## src/rtl/vliw_hazard_ctrl_if.sv

```systemverilog
// vliw_hazard_ctrl_if
//   Bundle of signals between the decode stage and the issue/hazard controller.
//   master : decode side. It drives the ID bundle description and reads the control outputs.
//   slave  : hazard controller side.
//   Signals:
//     id_valid, src_tags[8*TAGW], src_used[8], ls_load, ls_rd_tag[TAGW], mis_pred  (decode -> ctrl)
//     issue, stall_if, stall_id, bubble_ex, flush_ifid, state[2], stall_count[16]  (ctrl -> pipe)
interface vliw_hazard_ctrl_if #(
  parameter int TAGW = 5
);
  logic              id_valid;
  logic [8*TAGW-1:0] src_tags;
  logic [7:0]        src_used;
  logic              ls_load;
  logic [TAGW-1:0]   ls_rd_tag;
  logic              mis_pred;
  logic              issue;
  logic              stall_if;
  logic              stall_id;
  logic              bubble_ex;
  logic              flush_ifid;
  logic [1:0]        state;
  logic [15:0]       stall_count;

  modport master (
    output id_valid, src_tags, src_used, ls_load, ls_rd_tag, mis_pred,
    input  issue, stall_if, stall_id, bubble_ex, flush_ifid, state, stall_count
  );

  modport slave (
    input  id_valid, src_tags, src_used, ls_load, ls_rd_tag, mis_pred,
    output issue, stall_if, stall_id, bubble_ex, flush_ifid, state, stall_count
  );
endinterface

```

## src/rtl/vliw_hazard_ctrl.sv

```systemverilog
// vliw_hazard_ctrl
//   Issue and hazard controller for the 4-slot (A0, A1, M, LS) VLIW decode stage.
//   It keeps a per-register scoreboard of pending load results and stalls IF/ID on a load-use hazard.
//   While IF/ID is stalled it injects a NOP bundle into EX.
//   After an issued mispredicted jump it holds an IF/ID flush for FLUSH_CYC cycles.
//   Ports:
//     i_clk    : system clock, rising edge
//     i_rst_n  : synchronous active-low reset (while low, all combinational outputs read 0)
//     hz       : vliw_hazard_ctrl_if.slave (ID bundle in, pipeline control out)
//
//   state | meaning
//   ------+--------------------------------------------------------------
//   RUN   | normal issue
//   STALL | status only: a load-use hazard held ID on the previous cycle
//   FLUSH | IF/ID flush after a mispredict; ID bundles are ignored
module vliw_hazard_ctrl #(
  parameter int NREG      = 32,
  parameter int TAGW      = 5,
  parameter int LOAD_LAT  = 1,
  parameter int FLUSH_CYC = 2
) (
  input  logic            i_clk,
  input  logic            i_rst_n,
  vliw_hazard_ctrl_if.slave hz
);

  localparam logic [1:0] ST_RUN   = 2'd0;
  localparam logic [1:0] ST_STALL = 2'd1;
  localparam logic [1:0] ST_FLUSH = 2'd2;

  // Entry 0 exists only to keep indexing simple; it is held at 0.
  logic [1:0]  r_cnt [NREG];
  logic [1:0]  r_state;
  logic [1:0]  r_flush_cnt;
  logic [15:0] r_stall_count;

  logic [7:0]  w_src_hit;
  logic        w_flush;
  logic        w_hazard;
  logic        w_issue;
  logic        w_set;

  always_comb begin
    w_src_hit = '0;
    for (int i = 0; i < 8; i++) begin
      w_src_hit[i] = hz.src_used[i]
                   && (hz.src_tags[i*TAGW +: TAGW] != '0)
                   && (r_cnt[hz.src_tags[i*TAGW +: TAGW]] != 2'd0);
    end
  end

  assign w_flush  = (r_state == ST_FLUSH);
  // Outputs are gated with reset so nothing leaks while reset is held.
  assign w_hazard = i_rst_n & hz.id_valid & ~w_flush & (|w_src_hit);
  assign w_issue  = i_rst_n & hz.id_valid & ~w_flush & ~w_hazard;
  assign w_set    = w_issue & hz.ls_load & (hz.ls_rd_tag != '0);

  assign hz.issue       = w_issue;
  assign hz.stall_if    = w_hazard;
  assign hz.stall_id    = w_hazard;
  assign hz.bubble_ex   = w_hazard;
  assign hz.flush_ifid  = i_rst_n & w_flush;
  assign hz.state       = r_state;
  assign hz.stall_count = r_stall_count;

  // Scoreboard: a fresh load set overrides the per-cycle decrement.
  always_ff @(posedge i_clk) begin
    if (!i_rst_n) begin
      for (int r = 0; r < NREG; r++) r_cnt[r] <= 2'd0;
    end else begin
      r_cnt[0] <= 2'd0;
      for (int r = 1; r < NREG; r++) begin
        if (w_set && (hz.ls_rd_tag == TAGW'(r)))
          r_cnt[r] <= 2'(LOAD_LAT);
        else if (r_cnt[r] != 2'd0)
          r_cnt[r] <= r_cnt[r] - 2'd1;
      end
    end
  end

  always_ff @(posedge i_clk) begin
    if (!i_rst_n) begin
      r_state     <= ST_RUN;
      r_flush_cnt <= 2'd0;
    end else begin
      case (r_state)
        ST_RUN, ST_STALL: begin
          // A stalled bundle's mis_pred only counts once it actually issues.
          if (w_issue && hz.mis_pred) begin
            r_state     <= ST_FLUSH;
            r_flush_cnt <= 2'(FLUSH_CYC - 1);
          end else if (w_hazard) begin
            r_state <= ST_STALL;
          end else begin
            r_state <= ST_RUN;
          end
        end
        ST_FLUSH: begin
          if (r_flush_cnt == 2'd0) r_state <= ST_RUN;
          else                     r_flush_cnt <= r_flush_cnt - 2'd1;
        end
        default: r_state <= ST_RUN;
      endcase
    end
  end

  always_ff @(posedge i_clk) begin
    if (!i_rst_n)
      r_stall_count <= 16'd0;
    else if (w_hazard && (r_stall_count != 16'hFFFF))
      r_stall_count <= r_stall_count + 16'd1;
  end

endmodule
```

## src/flat_wrapper.sv

```systemverilog
// flat-port wrapper written by rule: the top's interface ports become plain ports
module vliw_hazard_ctrl_flat 
#(
  parameter int NREG      = 32,
  parameter int TAGW      = 5,
  parameter int LOAD_LAT  = 1,
  parameter int FLUSH_CYC = 2
)
  (i_clk, i_rst_n, hz_id_valid, hz_src_tags, hz_src_used, hz_ls_load, hz_ls_rd_tag, hz_mis_pred, hz_issue, hz_stall_if, hz_stall_id, hz_bubble_ex, hz_flush_ifid, hz_state, hz_stall_count);
  vliw_hazard_ctrl_if #(.TAGW(TAGW)) hz_i ();
  input  logic i_clk;
  input  logic i_rst_n;
  input wire logic [$bits(hz_i.id_valid)-1:0] hz_id_valid;
  input wire logic [$bits(hz_i.src_tags)-1:0] hz_src_tags;
  input wire logic [$bits(hz_i.src_used)-1:0] hz_src_used;
  input wire logic [$bits(hz_i.ls_load)-1:0] hz_ls_load;
  input wire logic [$bits(hz_i.ls_rd_tag)-1:0] hz_ls_rd_tag;
  input wire logic [$bits(hz_i.mis_pred)-1:0] hz_mis_pred;
  output wire logic [$bits(hz_i.issue)-1:0] hz_issue;
  output wire logic [$bits(hz_i.stall_if)-1:0] hz_stall_if;
  output wire logic [$bits(hz_i.stall_id)-1:0] hz_stall_id;
  output wire logic [$bits(hz_i.bubble_ex)-1:0] hz_bubble_ex;
  output wire logic [$bits(hz_i.flush_ifid)-1:0] hz_flush_ifid;
  output wire logic [$bits(hz_i.state)-1:0] hz_state;
  output wire logic [$bits(hz_i.stall_count)-1:0] hz_stall_count;
  assign hz_i.id_valid = hz_id_valid;
  assign hz_i.src_tags = hz_src_tags;
  assign hz_i.src_used = hz_src_used;
  assign hz_i.ls_load = hz_ls_load;
  assign hz_i.ls_rd_tag = hz_ls_rd_tag;
  assign hz_i.mis_pred = hz_mis_pred;
  assign hz_issue = hz_i.issue;
  assign hz_stall_if = hz_i.stall_if;
  assign hz_stall_id = hz_i.stall_id;
  assign hz_bubble_ex = hz_i.bubble_ex;
  assign hz_flush_ifid = hz_i.flush_ifid;
  assign hz_state = hz_i.state;
  assign hz_stall_count = hz_i.stall_count;
  vliw_hazard_ctrl #(.NREG(NREG), .TAGW(TAGW), .LOAD_LAT(LOAD_LAT), .FLUSH_CYC(FLUSH_CYC)) u_core (.i_clk(i_clk), .i_rst_n(i_rst_n), .hz(hz_i));
endmodule
```

## config.mk

```make
export PLATFORM = sky130hd
export DESIGN_NAME = vliw_hazard_ctrl_flat
export DESIGN_NICKNAME = d
export VERILOG_FILES = /design/src/rtl/vliw_hazard_ctrl_if.sv /design/src/rtl/vliw_hazard_ctrl.sv /design/src/flat_wrapper.sv
export SDC_FILE = /design/constraint.sdc
export NUM_CORES = 1
export LEC_CHECK = 0
export BUFFER_PORTS_ARGS = -buffer_cell sky130_fd_sc_hd__buf_2
export CAP_MARGIN = 20
export CELL_PAD_IN_SITES_DETAIL_PLACEMENT = 1
export CELL_PAD_IN_SITES_GLOBAL_PLACEMENT = 2
export CORE_MARGIN = 2
export CORE_UTILIZATION = 35
export DETAILED_ROUTE_END_ITERATION = 10
export PLACE_DENSITY = 0.78
export SLEW_MARGIN = 25
export SYNTH_ARGS = -nofsm -noshare
export SYNTH_HDL_FRONTEND = slang
export SYNTH_SLANG_ARGS = --single-unit
```

## constraint.sdc

```tcl
create_clock -name i_clk -period 5.3 [get_ports i_clk]
set_input_delay 1.06 -clock i_clk [delete_from_list [all_inputs] [get_ports i_clk]]
set_output_delay 1.06 -clock i_clk [all_outputs]
set_load 0.02 [all_outputs]
```

==> reports/results.ini <==
[clock_network]
post-cts-setup-buffer-count = 0
cts_buffers = 9
clk_path_buf_depth = 2
cts.sinks = 82
ctsHoldBuffers = 0
cts.clk_slew.worst_paths_ns = 0.06
htree_levels = 3
clkLatencyLatePin_ns = 0.35
cts_tree = built
cts_resized = 0
cts-root-buf = clkbuf_16

[outcome]
status = completed

[floorplanning]
core_um2 = 21000
dieArea_um2 = 22600
fp.dieH_um = 150
num_rows = 53
die_x_um = 150
top_level_ports = 81
initial_core_util_pct = 35.7

[synthesis]
synth-edff-count = 62
synth_commonest_cells = inv_1, edfxtp_1, nand2_1
synth_top_family_by_area = simple AND/OR/NAND/NOR gates
synthAdderAreaFrac_pct = 5.51
syn-num-nets = 938
async_reset_ff_share_pct = 0
seq_area_frac_synth_pct = 30.2
yosysTopAreaCell = edfxtp_1
synth_flop_cell = edfxtp_1
synth_top_area_share_pct = 24.8
synth-simple-area-share_pct = 25.5
synth.avg_cell_area_um2 = 8.85
syn_inst = 847
yosys_register_bits = 82
synth_area_leaders = edfxtp_1, mux4_2, ha_1
synth_xor_area_share_pct = 0
ys_warn_count = 0
synth_compound_area_share_pct = 16.7
synth_cell_types = 63
netlist_area_um2 = 7490
synth.area.mux_share_pct = 14.2
yosys.cell_count.top_type = inv_1

[route]
dr_total_vias = 7187
drt_iter0_drc = 514
post-route-drc-count = 0
wl_per_cell_um = 22.3
vias_per_cell = 6.03
dr.pass1.iters = 4
ant_nets = 0
finalWirelength_mm = 26.6

[sta]
rsz0062_at_grt = false
post-route-period-util_pct = 94.0
finalSetupViolCount = 0
worst_slew_pin_slew_ns = 0.914
fmax_ghz = 0.201
worst_slack_ns = 0.316
skew_ns = 0.00716
relSlewSlack_pct = 38.5
hold_viol_final = 0
final-max-slew-violation-count = 0
layout_min_cycle_time_ns = 4.98
fin_tns_setup_ns = 0

[grt]
grt_use_total_pct = 24.2
grt_max_degree = 60
grt_pass1_vias = 7339
grt_pass1_wl_mm = 41.9
overflow = 0
antenna_found_initial = 0

[power]
p_per_area_nw_per_um2 = 466
ir_drop_uv = 177
power_mw = 3.94
leakagePower_nw = 3.23

[final_layout]
stdcell_area_um2 = 8460
area_delta_synth_final_pct = 12.9
drive_gt1_share_pct = 19.4
final_nets = 1003
antennaDiodeCount = 0
fill_cells = 2491
fin_util_pct = 40.2

[critical_path]
cp-end-kind = primary output
critPathTopFamily = simple AND/OR/NAND/NOR gates
worstPathRequired_ns = 4.24
worstSetupStartpointType = primary input
crit_type = in2out
cpMaxStageDelayCell = or4b_4
crit_fanout = 10
cp_data_arrival_time_ns = 3.92
slowest_delay_ns = 0.65
path_cells = buf_2 -> inv_4 -> mux4_2 -> nor3_1 -> or4_1 -> or4_1 -> or4b_4 -> nor3_4 -> buf_2
cp_num_buf_inv = 3

[worst_hold_path]
hp-class = reg2reg

[placed_design]
gp_congestion = 1.01
io_buffers = 80
hpwl_mm = 20.2
pre_cts_ws_ns = 0.340
place_area_um2 = 8200

[run]
drv_cap = 0

[report_power, final]
part / internal, mW / switching, mW
sequential: 1.00 / 0.239
combinational: 0.900 / 1.22
clock: 0.314 / 0.261
total: 2.22 / 1.72
[sequential cells by signal (all words and copies together) (netlist names)]
register and count:
u_core.r_flush_cnt 2, u_core.hz.state 2, u_core.hz.stall_count 16, u_core.r_cnt 62
[cell usage in the layout, fill, tap and decap left out, drive strengths merged, types with 5 or more instances in the layout]
| cell | Yosys | routed |
|---|---|---|
| nand4b | 5 | 5 |
| nor4 | 12 | 12 |
| and3 | 6 | 6 |
| nor2 | 66 | 66 |
| nor3 | 53 | 53 |
| edfxtp | 62 | 62 |
| inv | 82 | 82 |
| nand4 | 9 | 9 |
| nand3 | 30 | 30 |
| o21ai | 23 | 23 |
| mux2 | 5 | 5 |
| a31oi | 9 | 9 |
| ha | 33 | 33 |
| mux2i | 13 | 13 |
| or3 | 40 | 40 |
| nand2 | 61 | 61 |
| o311ai | 12 | 12 |
| nand3b | 8 | 8 |
| buf | 22 | 113 |
| nand2b | 18 | 18 |
| o31ai | 20 | 20 |
| dfxtp | 20 | 20 |
| nor2b | 7 | 7 |
| o211ai | 10 | 10 |
| clkbuf | 37 | 12 |
| mux4 | 38 | 38 |
| a21oi | 58 | 58 |
| or4 | 8 | 8 |
| a2111oi | 12 | 12 |
| a21o | 5 | 5 |
| nor3b | 15 | 15 |
[kinds of logic (layout without fill, tap and decap cells)]
kind of cell,after synthesis,after routing
simple gates,351,351
compound gates,184,184
flops,82,82
mux,56,56
buf+inv,141,211
fa+ha+maj,33,33
[metal layers]
layer  track usage (%)  share of wire (%)  vias up
met4              12.2                4.5        0
met1              31.4                 42     3473
met3              3.48                7.1       63
met2              39.5                 46      289
li1                  -                  -     3362
met5                 0                  0        -
[through the flow]
| stage | instances | hold slack [ns] |
|---|---|---|
| finish | 1192 | 0.458 |
| detailed placement | 1176 | 0.457 |
| global placement | 1176 | 0.446 |
| floorplan | 847 | 0.448 |
| CTS | 1192 | 0.472 |
| global route | 1192 | 0.506 |
[area by class of cell]
class,count,area [um^2],area share (%)
Multi-Input combinational cell,624,4640,54.8
Tap cell,275,344,4.07
Clock buffer,12,236,2.80
Inverter,82,310,3.67
Clock inverter,4,18.8,0.222
Timing Repair Buffer,113,648,7.66
Sequential cell,82,2260,26.7
[path summary, 6_finish.rpt]
kind	from	endpoint	slack (ns)	cells past startpoint
max	hz_src_tags[26]	hz_issue	0.32	9
min	u_core.hz.state[1]	u_core.hz.state[0]	0.46	1
max reg2reg	u_core.r_cnt[8][0]	u_core.r_cnt[13][1]	0.92	9
min reg2reg	u_core.hz.state[1]	u_core.hz.state[0]	0.46	1
(Power assumes the default switching activity.)
